[config.mk]
export PLATFORM = sky130hd
export DESIGN_NAME = uart_rx
export DESIGN_NICKNAME = d
export VERILOG_FILES = /design/src/rtl/uart_rx.sv
export SDC_FILE = /design/constraint.sdc
export NUM_CORES = 1
export LEC_CHECK = 0
export ABC_AREA = 1
export CAP_MARGIN = 40
export CORE_MARGIN = 4
export CORE_UTILIZATION = 30
export DETAILED_ROUTE_END_ITERATION = 7
export PLACE_DENSITY_LB_ADDON = 0.12
export SYNTH_ARGS = -nofsm -noshare
export SYNTH_HDL_FRONTEND = slang
export SYNTH_SLANG_ARGS = --single-unit
export TNS_END_PERCENT = 100
[constraint.sdc]
create_clock -name clk -period 1.7 [get_ports clk]
set_input_delay 0.255 -clock clk [delete_from_list [all_inputs] [get_ports clk]]
set_output_delay 0.255 -clock clk [all_outputs]
set_load 0.01 [all_outputs]
[src/rtl/uart_rx.sv]
// +----------------------------------------------------------------------------+
// | Module   : uart_rx                                                          |
// | Brief    : Oversampled UART receiver with framing-error and overrun flags.  |
// | Revision : 1.0 - initial release                                            |
// +----------------------------------------------------------------------------+
`default_nettype none

module uart_rx #(
    parameter int NB_DATA = 8,
    parameter int NB_STOP = 16
) (
    input  logic               clk,
    input  logic               i_rst,
    input  logic               i_tick,
    input  logic               i_rx,
    input  logic               i_rd,
    output logic [NB_DATA-1:0] o_data,
    output logic               o_rxdone,
    output logic               o_rx_valid,
    output logic               o_frame_err,
    output logic               o_overrun
);

    localparam int TW = (NB_STOP > 1) ? $clog2(NB_STOP) : 1;
    localparam int BW = (NB_DATA > 1) ? $clog2(NB_DATA) : 1;

    localparam logic [TW-1:0] c_TICK_MID  = TW'(NB_STOP / 2 - 1);
    localparam logic [TW-1:0] c_TICK_LAST = TW'(NB_STOP - 1);
    localparam logic [BW-1:0] c_BIT_LAST  = BW'(NB_DATA - 1);

    typedef enum logic [2:0] {
        IDLE      = 3'd0,
        START     = 3'd1,
        RECEIVE   = 3'd2,
        STOP      = 3'd3,
        WAIT_IDLE = 3'd4
    } state_t;

    state_t               r_state;
    state_t               w_state_n;
    logic                 r_rx_meta;
    logic                 r_rx_s;
    logic [TW-1:0]        r_tick_cnt;
    logic [TW-1:0]        w_tick_cnt_n;
    logic [BW-1:0]        r_bit_cnt;
    logic [BW-1:0]        w_bit_cnt_n;
    logic [NB_DATA-1:0]   r_shreg;
    logic [NB_DATA-1:0]   w_shreg_n;
    logic [NB_DATA-1:0]   r_data;
    logic                 r_rxdone;
    logic                 r_rx_valid;
    logic                 r_frame_err;
    logic                 r_overrun;
    logic                 w_done;
    logic                 w_ferr;

    always_comb begin
        w_state_n    = r_state;
        w_tick_cnt_n = r_tick_cnt;
        w_bit_cnt_n  = r_bit_cnt;
        w_shreg_n    = r_shreg;
        w_done       = 1'b0;
        w_ferr       = 1'b0;
        case (r_state)
            IDLE: begin
                if (!r_rx_s) begin
                    w_state_n    = START;
                    w_tick_cnt_n = '0;
                end
            end
            START: begin
                if (i_tick) begin
                    if (r_tick_cnt == c_TICK_MID) begin
                        // A line that is high again at mid start bit was a glitch.
                        if (!r_rx_s) begin
                            w_state_n    = RECEIVE;
                            w_tick_cnt_n = '0;
                            w_bit_cnt_n  = '0;
                        end else begin
                            w_state_n = IDLE;
                        end
                    end else begin
                        w_tick_cnt_n = r_tick_cnt + 1'b1;
                    end
                end
            end
            RECEIVE: begin
                if (i_tick) begin
                    if (r_tick_cnt == c_TICK_LAST) begin
                        w_shreg_n    = {r_rx_s, r_shreg[NB_DATA-1:1]};
                        w_tick_cnt_n = '0;
                        if (r_bit_cnt == c_BIT_LAST) begin
                            w_state_n = STOP;
                        end else begin
                            w_bit_cnt_n = r_bit_cnt + 1'b1;
                        end
                    end else begin
                        w_tick_cnt_n = r_tick_cnt + 1'b1;
                    end
                end
            end
            STOP: begin
                if (i_tick) begin
                    if (r_tick_cnt == c_TICK_LAST) begin
                        w_tick_cnt_n = '0;
                        if (r_rx_s) begin
                            w_done    = 1'b1;
                            w_state_n = IDLE;
                        end else begin
                            w_ferr    = 1'b1;
                            w_state_n = WAIT_IDLE;
                        end
                    end else begin
                        w_tick_cnt_n = r_tick_cnt + 1'b1;
                    end
                end
            end
            WAIT_IDLE: begin
                // Hold here through a break so it reports only one framing error.
                if (r_rx_s) begin
                    w_state_n = IDLE;
                end
            end
            default: begin
                w_state_n = IDLE;
            end
        endcase
    end

    always_ff @(posedge clk) begin
        if (i_rst) begin
            r_state     <= IDLE;
            r_rx_meta   <= 1'b1;
            r_rx_s      <= 1'b1;
            r_tick_cnt  <= '0;
            r_bit_cnt   <= '0;
            r_shreg     <= '0;
            r_data      <= '0;
            r_rxdone    <= 1'b0;
            r_rx_valid  <= 1'b0;
            r_frame_err <= 1'b0;
            r_overrun   <= 1'b0;
        end else begin
            r_state     <= w_state_n;
            r_rx_meta   <= i_rx;
            r_rx_s      <= r_rx_meta;
            r_tick_cnt  <= w_tick_cnt_n;
            r_bit_cnt   <= w_bit_cnt_n;
            r_shreg     <= w_shreg_n;
            r_rxdone    <= w_done;
            r_frame_err <= w_ferr;
            // A completing byte takes priority over a simultaneous read.
            if (w_done) begin
                r_data     <= r_shreg;
                r_rx_valid <= 1'b1;
                r_overrun  <= i_rd ? 1'b0 : (r_overrun | r_rx_valid);
            end else if (i_rd) begin
                r_rx_valid <= 1'b0;
                r_overrun  <= 1'b0;
            end
        end
    end

    assign o_data      = r_data;
    assign o_rxdone    = r_rxdone;
    assign o_rx_valid  = r_rx_valid;
    assign o_frame_err = r_frame_err;
    assign o_overrun   = r_overrun;

endmodule

`default_nettype wire

# == Word level (Yosys, flattened, before mapping) ==
# Index checks and enable logic that the tools add are counted.
# word_totals
reg_bits,32
output_inout_bits,12
elab_cells,80
# op_classes
add_sub_neg,2
eq_ne,19
muxes,34
bitwise,4
reduce_logical,10
# ops
op,count
2-to-1 mux 3 bit,16
!= test 2 bit (second input constant),11
2-to-1 mux 4 bit,5
case mux 3 bit (5 select lines),1
case mux 4 bit (3 select lines),1
2-to-1 mux 1 bit,9
AND reduction 9 bit,1
AND reduction 7 bit,1
equality test 3 x 2 -> 1 bit (second input constant),2
equality test 3 bit (second input constant),2
case mux 3 bit (2 select lines),1
AND reduction 3 bit,2
adder 4 x 1 -> 4 bit (second input constant),1
equality test 4 x 3 -> 1 bit (second input constant),1
equality test 4 bit (second input constant),1
nonzero test 2 bit,2
OR reduction 4 bit,1
adder 3 x 1 -> 3 bit (second input constant),1
equality test 3 x 1 -> 1 bit (second input constant),1
zero test 3 bit,1
NOT 1 bit,3
nonzero test 3 bit,1
2-to-1 mux 2 bit,1
!= test 2 x 1 -> 1 bit (second input constant),1
other kinds (2),2

# == Logic depth before layout (Yosys ltp) ==
# Gate-level depths: netlist of run 1.
# logic_depth
depth_word,5
ltp_mapped,11
mapped_depth_nobuf,10

# == Least setup slack after synthesis of run 1 ==
# OpenSTA, ideal clock, no wires.
# synth_timing
path_kind,register to register
from,reg r_tick_cnt[1]
to,reg r_data[1] (netlist: o_data[1])
arrival_time_ns,1.420
slack_ns,0.164
path_stages_with_launch,10
path_cell_list,dfxtp_1 ha_1 nand3_4 nor2_4 inv_2 nor3_4 inv_2 buf_6 nor2_2 nor2_1
# synth_between
elab_chain_cells,4
# synth_lines
element,line,rtl
from (decl),43,logic [TW-1:0] r_tick_cnt;
from (signal assigned),147,r_tick_cnt <= w_tick_cnt_n;
equality test 4 bit,104,if (r_tick_cnt == c_TICK_LAST) begin
2-to-1 mux 1 bit,104,
2-to-1 mux 1 bit,103,if (i_tick) begin
2-to-1 mux 1 bit,64,case (r_state)
to (signal assigned),154,r_data <= r_shreg;
to (decl),49,logic [NB_DATA-1:0] r_data;
# Every way passes these cells.
# A chain may end at the register's enable or synchronous reset.

# == Worst setup path in the final report of run 1 ==
# layout_timing
from,reg r_bit_cnt[0]
to,reg r_bit_cnt[1]
# layout_between
elab_chain_cells,5
word_cells_on_any_way,8
classes_between,add/sub: 1; eq/ne: 2; mux: 4; reduce/logical: 1
# layout_lines
element,line,rtl
from (decl),45,logic [BW-1:0] r_bit_cnt;
from (signal assigned),148,r_bit_cnt <= w_bit_cnt_n;
adder 3 x 1 -> 3 bit,95,w_bit_cnt_n = r_bit_cnt + 1'b1;
2-to-1 mux 3 bit,92,if (r_bit_cnt == c_BIT_LAST) begin
2-to-1 mux 3 bit,89,if (r_tick_cnt == c_TICK_LAST) begin
2-to-1 mux 3 bit,88,if (i_tick) begin
case mux 3 bit (2 select lines),64,
# Parallel ways exist; a longest one is shown, timed or not. The select of a mux whose other input is x is not followed.

==> results of run 1 <==
per-layer routing:
metal / vias up / track usage / share of wire
met1: 599 / 0.169 / 0.54
met2: 23 / 0.169 / 0.42
li1: 750 / - / -
met3: 2 / 0.0316 / 0.034
met4: 0 / 0.0405 / 0.0087
met5: - / 0 / 0
metrics by stage:
| step | hold slack, ns | cells | setup WS, ns | power, mW | area [um2] |
|---|---|---|---|---|---|
| CTS | 0.411 | 312 | 0.0980 | 2.16 | 1920 |
| finish | 0.410 | 312 | 0.166 | 2.13 | 1940 |
| global route | 0.435 | 312 | 0.00475 | 2.31 | 1940 |
| global placement | 0.394 | 304 | 0.0510 | 1.43 | 1810 |
| floorplan | 0.359 | 220 | 0.164 | 1.29 | 1550 |
| detailed placement | 0.395 | 304 | 0.0648 | 1.42 | 1810 |
cells in the final DEF, fill, tap and decap left out:
master / synthesis / routed
nor2_1: 48 / 48
nand2_1: 39 / 39
dfxtp_1: 32 / 31
o21ai_0: 21 / 21
inv_1: 17 / 17
nand3_1: 16 / 16
clkdlybuf4s50_1: 0 / 16
nor2_2: 7 / 7
a21oi_1: 7 / 7
buf_4: 0 / 6
clkbuf_8: 0 / 5
nor2_4: 4 / 4
inv_2: 5 / 4
nand2_2: 2 / 2
nand4_1: 2 / 2
o21ai_1: 2 / 2
or2_2: 2 / 2
o21ai_2: 2 / 2
ha_1: 3 / 2
nand3_4: 1 / 1
nor3_4: 1 / 1
nand3b_1: 1 / 1
nor3_1: 1 / 1
xor2_1: 1 / 1
inv_4: 0 / 1
nor4_1: 1 / 1
ha_4: 0 / 1
bufinv_16: 0 / 1
clkinvlp_4: 0 / 1
clkinv_2: 0 / 1
dfxtp_2: 0 / 1
worst min-delay path by stage:
stage | slack (ns) | from | depth (start not counted) | end
2_1_floorplan | 0.36 | i_rx | 1 | r_rx_meta
3_3_place_gp | 0.39 | r_rx_meta | 1 | r_rx_s
3_5_place_dp | 0.39 | r_rx_meta | 1 | r_rx_s
4_1_cts | 0.41 | r_rx_meta | 1 | r_rx_s
5_1_grt | 0.43 | r_rx_meta | 1 | r_rx_s
6_report | 0.41 | r_rx_meta | 1 | r_rx_s
flip-flops by register name, indices dropped and copies added (netlist names):
name	flops
r_state	3
r_bit_cnt	3
o_rxdone	1
o_data	8
r_shreg	8
o_rx_valid	1
r_tick_cnt	4
o_frame_err	1
r_rx_s	1
o_overrun	1
r_rx_meta	1
cell type report:
| class | instances | area share |
|---|---|---|
| Inverter | 22 | 0.0439 |
| Clock buffer | 5 | 0.0355 |
| Clock inverter | 3 | 0.0219 |
| Tap cell | 67 | 0.0432 |
| Timing Repair Buffer | 22 | 0.106 |
| Multi-Input combinational cell | 161 | 0.419 |
| Sequential cell | 32 | 0.331 |
kinds of logic after synthesis:
kind of cell,count (synthesis),synth area share
adder cells (fa/ha/maj),3,0.0242
buffers and inverters,27,0.0710
AO/OA/AOI/OAI,32,0.108
AND/OR/NAND/NOR,125,0.378
flip-flops,32,0.413
XOR/XNOR,1,0.00565
what timing repair did:
item	4_1_cts	5_1_grt
setup endpoints to repair	0	16
hold buffers	0	0
gates resized for setup	0	4
where the power goes:
| part | internal (mW) | switching, mW |
|---|---|---|
| combinational | 0.204 | 0.318 |
| clock | 0.433 | 0.289 |
| sequential | 0.814 | 0.0755 |
==> summary.txt, run 1 <==
Result of the run = complete, no violations
Setup Buffers After CTS = 0
CTS sink count = 32
Cell chain of the critical path = ha_1 -> ha_1 -> inv_1 -> nand3_1 -> o21ai_1 -> nand2_1 -> nor2_2 -> nand2_1 -> nand2_1 -> nor2_1
Hpwl dp = 2.42 mm
Kind of end point of the critical path = register
IR Drop Worst-Case VDD = 0.000379 V
Maximum clock rate = 652 MHz
Antenna Cells = 0
Later-pin clock latency in the skew report = 0.28 ns
Worst Setup Start Kind = register
Crit share post-route = 0.902
Mapped Cells = 220
Number of flops mapped to enable cells by yosys = 0
Row cnt = 25
Core area = 4850 um2
Grt ovf = 0
Multi-input gate area = 812 um2
Async set or reset register ratio after synthesis = 0
Power Density = 1100 nW/um2
Vias in the first global route = 1285
WL final = 3.34 mm
Crit path max-delay cell type = dfxtp_1
H-tree Lvls = 2
Avg Inst Size Synth = 7.05 um2
Largest fanout on the critical path = 5
Ports = 17
Clk buf depth = 2
Hold Crit Class = reg2reg
# port buffers = 16
P_leak = 0.802 nW
Synth cell types = 25
Setup-failing EPs final = 0
Drt first pass iters = 4
Synth Cell Area = 1550 um2
Share of post-route cells with drive strength above 1 = 0.163
Rel. slew slack = 0.799
Die W = 79.9 um
Critical Setup Path Class = reg2reg
Worst path most repeated cell = nand2_1
Tightest Pin Transition = 0.299 ns
Tot GR Track Use = 0.118
Initial DRC Count = 75
Post-synth top area share = 0.413
Final setup TNS = 0 ns
Yosys warns = 0
Crit Reg-Reg Endpoint = r_bit_cnt[1]
Total CTS buffers = 5
Endpoints failing hold = 0
Fillers = 533
DRC errors left = 0
WP depth = 10
Largest net degree at the start of global routing = 22
Worst r2r src = r_bit_cnt[0]
Register Area = 642 um2
WP data arrival = 1.71 ns
Final Core Density = 0.400
Area added between synthesis and finish = 25.1%
Post-Synthesis Net Count = 228
Routed Antenna Nets = 0
Die area = 6380 um2
Max_cap viols = 0
Antenna violations before repair = 0
CTS tree = yes
Drt wl/cell = 10.7 um
Synth area leader = dfxtp_1
Via Count = 1374
Sequential element share of the synthesized area = 0.413
CP delay by family, top = simple AND/OR/NAND/NOR gates
Reg2reg path depth = 10
Synth cell count leaders = nor2_1 (48), nand2_1 (39), dfxtp_1 (32)
Final slew viol count = 0
Top post-synthesis cells by area = dfxtp_1 (41%), nor2_1 (12%), nand2_1 (9.4%)
Critical path buffer and inverter count = 1
Net count, final = 252
Most frequent cell after synthesis = nor2_1
Vias per cell = 4.40
Crit. Startpoint = r_bit_cnt[0]
Placer congestion estimate = 0.803
Ys flop type = dfxtp_1
Max incr delay on CP = 0.33 ns
CTS root buffer = clkbuf_8
Final Critical Period = 1.53 ns
Flop-to-flop setup slack = 0.17 ns
CTS clk-pin slew, worst paths = 0.07 ns
CP endpoint = r_bit_cnt[1]
Worst EP required = 1.88 ns
Post-Route Skew = 0.00631 ns
Initial Util = 0.320
RSZ-0062 raised after global routing = false
First-pass GRT wire length = 5.93 mm
Yosys reg bits = 32
Die Y = 79.9 um
(Power assumes the default switching activity.)
==> inputs of run 2 (changes only) <==
CTS_BUF_LIST = sky130_fd_sc_hd__clkbuf_8   (was unset)
GPL_TIMING_DRIVEN = 0   (was unset)
==> run 2 against run 1 <==
Against the previous run:
- hold slack worse by 0.028 ns
- non-clock buffer count unchanged
- maximum frequency fell by 0.24%
- sequential cell count stayed put
- critical path depth fell by 1
- worst setup slack got worse by 0.0036 ns
- sequential share of layout area up 0.37 points
- utilization down 0.36 points
- first-iteration DRC count is 1.3% higher
- clock power down 0.7%
- count of clock-buffer cells in the layout stayed put
==> summary.txt, run 2 (synthesis gave the netlist of run 1 again) <==
Routed Antenna Nets = 0
Tightest Pin Transition = 0.486 ns
Antenna violations before repair = 0
Power Density = 1100 nW/um2
Maximum clock rate = 650 MHz
Placer congestion estimate = 0.791
Net switching power = 0.681 mW
Drt first pass iters = 4
WP data arrival = 1.71 ns
Post-Route Skew = 0.00883 ns
Routing usage on met2 = 0.167
Area added between synthesis and finish = 24.0%
Vias in the first global route = 1301
CTS sink count = 32
Hold Crit Class = in2reg
Clock power frac = 0.340
Via Count = 1387
Endpoints failing hold = 0
Net count, final = 252
Critical Setup Path Class = reg2reg
Vias per cell = 4.45
H-tree Lvls = 2
P_leak = 0.799 nW
Core area = 4850 um2
Largest net degree at the start of global routing = 11
RSZ-0062 raised after global routing = false
Initial DRC Count = 76
Row cnt = 25
Seq pwr share = 0.426
Ports = 17
Setup-failing EPs final = 0
Switching Fraction = 0.322
Commonest non-fill, non-tap cells in the layout = nor2_1 (48), nand2_1 (39), dfxtp_1 (30), o21ai_0 (21), inv_1 (18)
Hold_ws = 0.381 ns
CTS tree = yes
CTS clk-pin slew, worst paths = 0.07 ns
Internal power = 1.43 mW
Die Y = 79.9 um
Final Instance Area = 1920 um2
Met1 Resource Use GR = 0.162
CTS root buffer = clkbuf_8
Kind of end point of the critical path = register
GR peak layer = met2
Logic pwr share = 0.234
Share of post-route cells with drive strength above 1 = 0.155
Result of the run = complete, no violations
Later-pin clock latency in the skew report = 0.28 ns
# port buffers = 15
Worst Setup Start Kind = register
Final Critical Period = 1.54 ns
Initial Util = 0.320
Post-place setup slack = -0.175 ns
Die area = 6380 um2
Final slew viol count = 0
Clk buf depth = 2
Placed inst area = 1780 um2
Rel. slew slack = 0.676
Largest fanout on the critical path = 10
Grt ovf = 0
WL final = 3.41 mm
Drt wl/cell = 10.9 um
Total CTS buffers = 5
CTS Hold Bufs = 0
Fillers = 512
Hpwl dp = 2.43 mm
First-pass GRT wire length = 5.93 mm
Setup WS post-layout = 0.162 ns
Met3 usage = 0.0350
Antenna Cells = 0
Commonest non-fill, non-tap cell in the layout = nor2_1
Die W = 79.9 um
IR Drop Worst-Case VDD = 0.000413 V
Crit share post-route = 0.904
Max_cap viols = 0
Tot GR Track Use = 0.117
DRC errors left = 0
Worst EP required = 1.87 ns
## run 2: changes by cell type in the layout (fill, tap and decap cells not counted)
cell	delta
clkinvlp_4	-1
clkbuf_1	+3
dfxtp_2	+1
buf_2	+1
clkdlybuf4s50_1	-1
inv_2	+1
buf_6	+1
dfxtp_1	-1
buf_4	-4
inv_4	-1
inv_1	+1
## run 2: metrics by stage
step                total power, mW  TNS, ns  utilization  instances
floorplan                      1.29        0            -        220
global placement               1.40    -1.70        0.368        302
detailed placement             1.40    -1.49        0.368        302
CTS                            2.14        0        0.396        312
global route                   2.28        0        0.396        312
finish                         2.11        0        0.396        312
## run 2: worst paths after layout
path                                    start  cells after the start   endpoint  slack, ns
worst max-delay path            r_tick_cnt[1]                      9  o_data[7]       0.16
worst min-delay path                    i_rst                      2   o_rxdone       0.38
worst max register to register  r_tick_cnt[1]                      9  o_data[7]       0.16
worst min register to register      r_rx_meta                      1     r_rx_s       0.42
## run 2: power groups by stage
stage | Sequential, mW | Combinational [mW] | Clock [mW]
after global routing | 0.907 | 0.589 | 0.782
after CTS | 0.895 | 0.499 | 0.742
final | 0.901 | 0.495 | 0.717
after detailed placement | 0.907 | 0.490 | 0
after global placement | 0.908 | 0.495 | 0
after floorplan | 0.887 | 0.404 | 0
## run 2: final cells by class
class / count / area, um2 / share of cell area
clock buffer: 5 / 68.8 / 0.0358
tap: 67 / 83.8 / 0.0436
multi-input combinational: 161 / 812 / 0.423
buffer: 5 / 27.5 / 0.0143
timing repair buffer: 17 / 165 / 0.0859
inverter: 22 / 82.6 / 0.0430
sequential: 32 / 643 / 0.335
clock inverter: 3 / 38.8 / 0.0202
## run 2: metal layers
layer	routed length (um)	vias to the layer above
met4	65	0
met3	163	7
met5	0	-
met1	1780	598
li1	-	752
met2	1400	30
## run 2: repair_timing
item,CTS,global route
gates resized for setup,2,2
pin swaps,1,1
setup buffers,2,0
endpoints found under the setup margin,10,11
## run 2: worst max-delay path, cell delays in order, from the launching register on
cell     delay, ns
dfxtp_2       0.38
ha_4          0.18
nand3_4       0.12
nor2_4        0.14
inv_2         0.06
nor3_4        0.19
inv_2         0.06
buf_6         0.16
nor2_2        0.08
nor2_1        0.04
==> RTL change 1: new RTL, settings of run 2 <==
The 5 states of `state_t` get a one-hot encoding in 5 bits.
--- a/src/rtl/uart_rx.sv
+++ b/src/rtl/uart_rx.sv
@@ -28,12 +28,12 @@
     localparam logic [TW-1:0] c_TICK_LAST = TW'(NB_STOP - 1);
     localparam logic [BW-1:0] c_BIT_LAST  = BW'(NB_DATA - 1);
 
-    typedef enum logic [2:0] {
-        IDLE      = 3'd0,
-        START     = 3'd1,
-        RECEIVE   = 3'd2,
-        STOP      = 3'd3,
-        WAIT_IDLE = 3'd4
+    typedef enum logic [4:0] {
+        IDLE      = 5'b00001,
+        START     = 5'b00010,
+        RECEIVE   = 5'b00100,
+        STOP      = 5'b01000,
+        WAIT_IDLE = 5'b10000
     } state_t;
 
     state_t               r_state;
Check against the original RTL: same outputs for any inputs over 10 cycles, from zero or initial values and one cycle with i_rst high; not proved beyond that.
==> RTL change 1 against run 2 <==
Area after synthesis increased by 15%. Routed wire length is 18% higher. Hold slack worse by 0.019 ns. Cell count up 16%. Total power up 20%. Cell area grew 12%. Setup slack worse by 0.034 ns. Global-route usage decreased by 0.12 points. Sequential cell count grew 2. Critical endpoint is now r_bit_cnt[0]. Largest power group unchanged. Highest routed layer unchanged.
==> RTL change 1: results (changes against run 2) <==
Vias/cell: 4.454 (was 4.446)
via count: 1608 (was 1387)
DR DRC count: 0 (unchanged)
Layout area overhead: 20.43% (was 23.97%)
FILL cells: 615 (was 512)
drt wl/cell: 11.16 um (was 10.91 um)
sequential-to-total area share from yosys stat: 38.07% (was 41.32%)
Synthesized Nets: 272 (was 228)
GPL Wtd Cong: 0.8218 (was 0.7909)
hpwl dp: 2.989 mm (was 2.429 mm)
Syn Inst Count: 264 (was 220)
Critical Path Slowest Stage Cell: dfxtp_4 (was dfxtp_2)
R2R setup slack: 0.13 ns (was 0.16 ns)
Worst Path Max Fanout: 7 (was 10)
largest net degree at the start of global routing: 12 (was 11)
peak supply drop: 469.8 uV (was 413.1 uV)
placed insts: 351 (was 302)
Area after DPL: 2028 sq um (was 1784 sq um)
clock root buffer master: clkbuf_8 (unchanged)
clock tree buffer depth: 2 (unchanged)
synth cell count leaders: nand2_1, nor2_1, dfxtp_1 (was nor2_1, nand2_1, dfxtp_1)
Synth warnings: 0 (unchanged)
vias in the first global route: 1537 (was 1301)
pre-CTS setup slack: -0.06209 ns (was -0.1751 ns)
top cells by area, synth: dfxtp_1, nand2_1, nor2_1, nand3_1, inv_1 (was dfxtp_1, nor2_1, nand2_1, o21ai_0, nand3_1)
# nets final: 296 (was 252)
final clock skew: 0.001888 ns (was 0.008832 ns)
Worst Reg2Reg Path Length in Cells: 8 (was 9)
outcome: finished clean (unchanged)
first-pass GRT wire length: 6.913 mm (was 5.927 mm)
Setup crit end: r_bit_cnt[0] (was o_data[7])
share of layout cells above drive strength 1: 17.99% (was 15.51%)
Leak: 1.008 nW (was 0.7994 nW)
Rel. slew slack: 73.08% (was 67.57%)
final worst path period share: 92.43% (was 90.45%)
gr usage total: 11.62% (was 11.74%)
initial antenna violation count: 0 (unchanged)
crit path launch: r_tick_cnt[0] (was r_tick_cnt[1])
-- RTL change 1: cell count changes in the layout (fill, tap and decap cells not counted), moves of 3 or more --
cell / change
nand2_1: +13
nand2_2: +4
nor2_1: +3
o21ai_1: +7
nand3_1: +6
inv_1: +11
nor2_4: +3
nand3_2: +3
o21ai_0: -12
-- RTL change 1: per-layer routing --
metal	up-vias	share of wire, %	track usage (%)	routed length [um]
met2	24	47	18.71	1894
li1	877	-	-	-
met3	5	2.9	2.427	117
met1	702	49	15.17	1961
met4	0	1.3	4.460	54
met5	-	0	0	0
-- RTL change 1: area by class of cell --
class	instances	area share, %
multi-input cells	190	44.68
clock buffers	6	3.835
plain buffers	3	0.7554
well taps	72	4.184
inverters	37	6.450
repair buffers	17	7.670
clock inverters	2	0.5811
flip-flops and latches	34	31.84
-- RTL change 1: kinds of logic after synthesis --
logic type | after synthesis | synth area share [%]
buf+inv | 40 | 8.677
simple gates | 156 | 41.57
compound gates | 31 | 9.587
flops | 34 | 38.07
fa+ha+maj | 3 | 2.100
-- RTL change 1: repair_timing --
action / 4_1_cts / 5_1_grt
hold buffers: 0 / 0
endpoints found under the setup margin: 8 / 18
resized for setup: 1 / 5
hold endpoints to repair: 0 / 0
setup buffers: 0 / 2
gates cloned: 0 / 0
pin swaps: 0 / 1
-- RTL change 1: critical path, delay by kind of cell (launching register included) --
family	cells	cell delay, ns
AO/OA/AOI/OAI	1	0.15
flip-flops	1	0.39
AND/OR/NAND/NOR	6	0.71
adder cells (fa/ha/maj)	1	0.20
-- RTL change 1: worst min path at each step --
| stage | to | depth (start not counted) | from |
|---|---|---|---|
| after global routing | r_tick_cnt[0] | 2 | i_rst |
| after global placement | r_rx_s | 1 | r_rx_meta |
| final | r_tick_cnt[1] | 2 | i_rst |
| after detailed placement | r_rx_s | 1 | r_rx_meta |
| after CTS | r_tick_cnt[1] | 2 | i_rst |
| after floorplan | r_rx_meta | 1 | i_rx |
-- RTL change 1: report_power, final --
group / total [mW] / internal (mW) / switching, mW
registers: 0.979 / 0.877 / 0.102
clock network: 0.624 / 0.325 / 0.299
logic: 0.922 / 0.321 / 0.601
total: 2.53 / 1.52 / 1.00
==> RTL change 2: new RTL, settings of run 2 <==
Without the edit above. The parameter `NB_DATA` goes from 8 to 16.
--- a/src/rtl/uart_rx.sv
+++ b/src/rtl/uart_rx.sv
@@ -6,7 +6,7 @@
 `default_nettype none
 
 module uart_rx #(
-    parameter int NB_DATA = 8,
+    parameter int NB_DATA = 16,
     parameter int NB_STOP = 16
 ) (
     input  logic               clk,
Ports: changed (resized o_data); port bits go from 17 to 25. No check against the original RTL was run, so the function may have changed too.
==> RTL change 2 against run 2 <==
Cell area is 38% higher. Clock power is 3.8% lower. Total power is 44% higher. Area after synthesis is 41% higher. Setup slack better by 0.027 ns. Highest routed layer unchanged. Non-clock buffer count is 14 higher. Fmax is 1.8% higher. Routed wire length is 41% higher. Combinational power is 110% higher. Synthesized cell count is 36% higher. Sequential cell count is 17 higher.
==> RTL change 2: results (changes against run 2) <==
outcome: finished clean (unchanged)
Initial DRC Count: 99 (was 76)
Hold Path Sink: r_rx_s (was o_rxdone)
M2 GR Usage: 17.51% (was 16.72%)
Clock Latency Late Sink: 0.30 ns (was 0.28 ns)
Top Metal Used: met4 (unchanged)
drt wl/cell: 11.23 um (was 10.91 um)
placed insts: 419 (was 302)
synth cell count leaders: nor2_1, dfxtp_1, nand2_1 (was nor2_1, nand2_1, dfxtp_1)
worst setup margin: 0.1895 ns (was 0.1624 ns)
Hold Path Stages: 1 (was 2)
Synth cell types: 30 (was 25)
multi-input logic portion of the cell area: 39.05% (was 42.25%)
Clk pin slew, worst setup/hold paths: 0.09 ns (was 0.07 ns)
postcts setup bufs: 0 (was 2)
vias in the first global route: 1711 (was 1301)
Hold Crit Class: flop to flop (was primary input to flop)
hold_sp: r_rx_meta (was i_rst)
hold_ws: 0.4170 ns (was 0.3811 ns)
gr usage total: 12.00% (was 11.74%)
hpwl dp: 3.476 mm (was 2.429 mm)
full die area: 8702 sq um (was 6382 sq um)
post-cts repair resize count: 0 (was 2)
# nets final: 337 (was 252)
Reg2Reg Capture Point: r_shreg[7] (was o_data[7])
multi-input gate count: 215 (was 161)
top cells by area, synth: dfxtp_1, nor2_1, o21ai_0, nand2_1, nand3_1 (was dfxtp_1, nor2_1, nand2_1, o21ai_0, nand3_1)
met3 usage: 3.218% (was 3.499%)
Worst Reg2Reg Path Length in Cells: 9 (unchanged)
Signal buffers: 36 (was 22)
Seq Cell Count: 49 (was 32)
WL met2: 2.114 mm (was 1.398 mm)
crit-path max cell delay: 0.39 ns
Inverters: 23 (was 22)
met1 GRT Util: 16.69% (was 16.20%)
final clock skew: 0.007453 ns (was 0.008832 ns)
share of layout cells above drive strength 1: 11.18% (was 15.51%)
syn_area_per_cell: 7.298 sq um (was 7.047 sq um)
ClkCell Share: 3.262% (was 5.599%)
first-pass GRT wire length: 8.280 mm (was 5.927 mm)
Rel. slew slack: 69.55% (was 67.57%)
I/O Buffers: 24 (was 15)
ys async rst share: 0% (unchanged)
sequential-to-total area share from yosys stat: 44.95% (was 41.32%)
peak supply drop: 529.4 uV (was 413.1 uV)
Pre-Repair DR Iteration Count: 4 (unchanged)
Synthesized Nets: 306 (was 228)
Critical Path Slowest Stage Cell: dfxtp_1 (was dfxtp_2)
largest net degree at the start of global routing: 16 (was 11)
Storage cell area: 982.2 sq um (was 643.1 sq um)
Leak: 1.139 nW (was 0.7994 nW)
pre-CTS setup slack: -0.1876 ns (was -0.1751 ns)
crit path launch: r_tick_cnt[0] (was r_tick_cnt[1])
non-clk buf share: 12.58% (was 10.03%)
Met1 Wirelength: 2.377 mm (was 1.777 mm)
Layout Cells excl Fill: 427 (was 312)
GPL Wtd Cong: 0.8325 (was 0.7909)
met3 WL: 220 um (was 163 um)
via count: 1916 (was 1387)
-- RTL change 2: changes by cell type in the layout (fill, tap and decap cells not counted), moves of 4 or more --
cell                    run 2  this run
nor2_1                     48        85
dfxtp_1                    30        48
o21ai_0                    21        34
clkdlybuf4s50_1            15        24
nand3_1                    16        21
nor2_2                      7         3
-- RTL change 2: metrics by stage --
step	instance area, sq um	TNS (ns)	util (%)
2_1_floorplan	2182	0	-
3_3_place_gp	2542	-2.331	36.61
3_5_place_dp	2542	-2.413	36.61
4_1_cts	2629	0	37.86
5_1_grt	2646	0	38.11
6_report	2646	0	38.11
-- RTL change 2: cell families after synthesis --
kind of cell / share of synthesized area (%)
flip-flops: 44.95
buffers and inverters: 8.371
XOR/XNOR: 0.4014
AO/OA/AOI/OAI: 11.87
AND/OR/NAND/NOR: 33.26
adder cells (fa/ha/maj): 1.147
-- RTL change 2: report_power, final --
group          switching (mW)  internal, mW
Clock                   0.402         0.288
Combinational           0.682         0.365
Sequential             0.0768          1.22
Total                    1.16          1.88
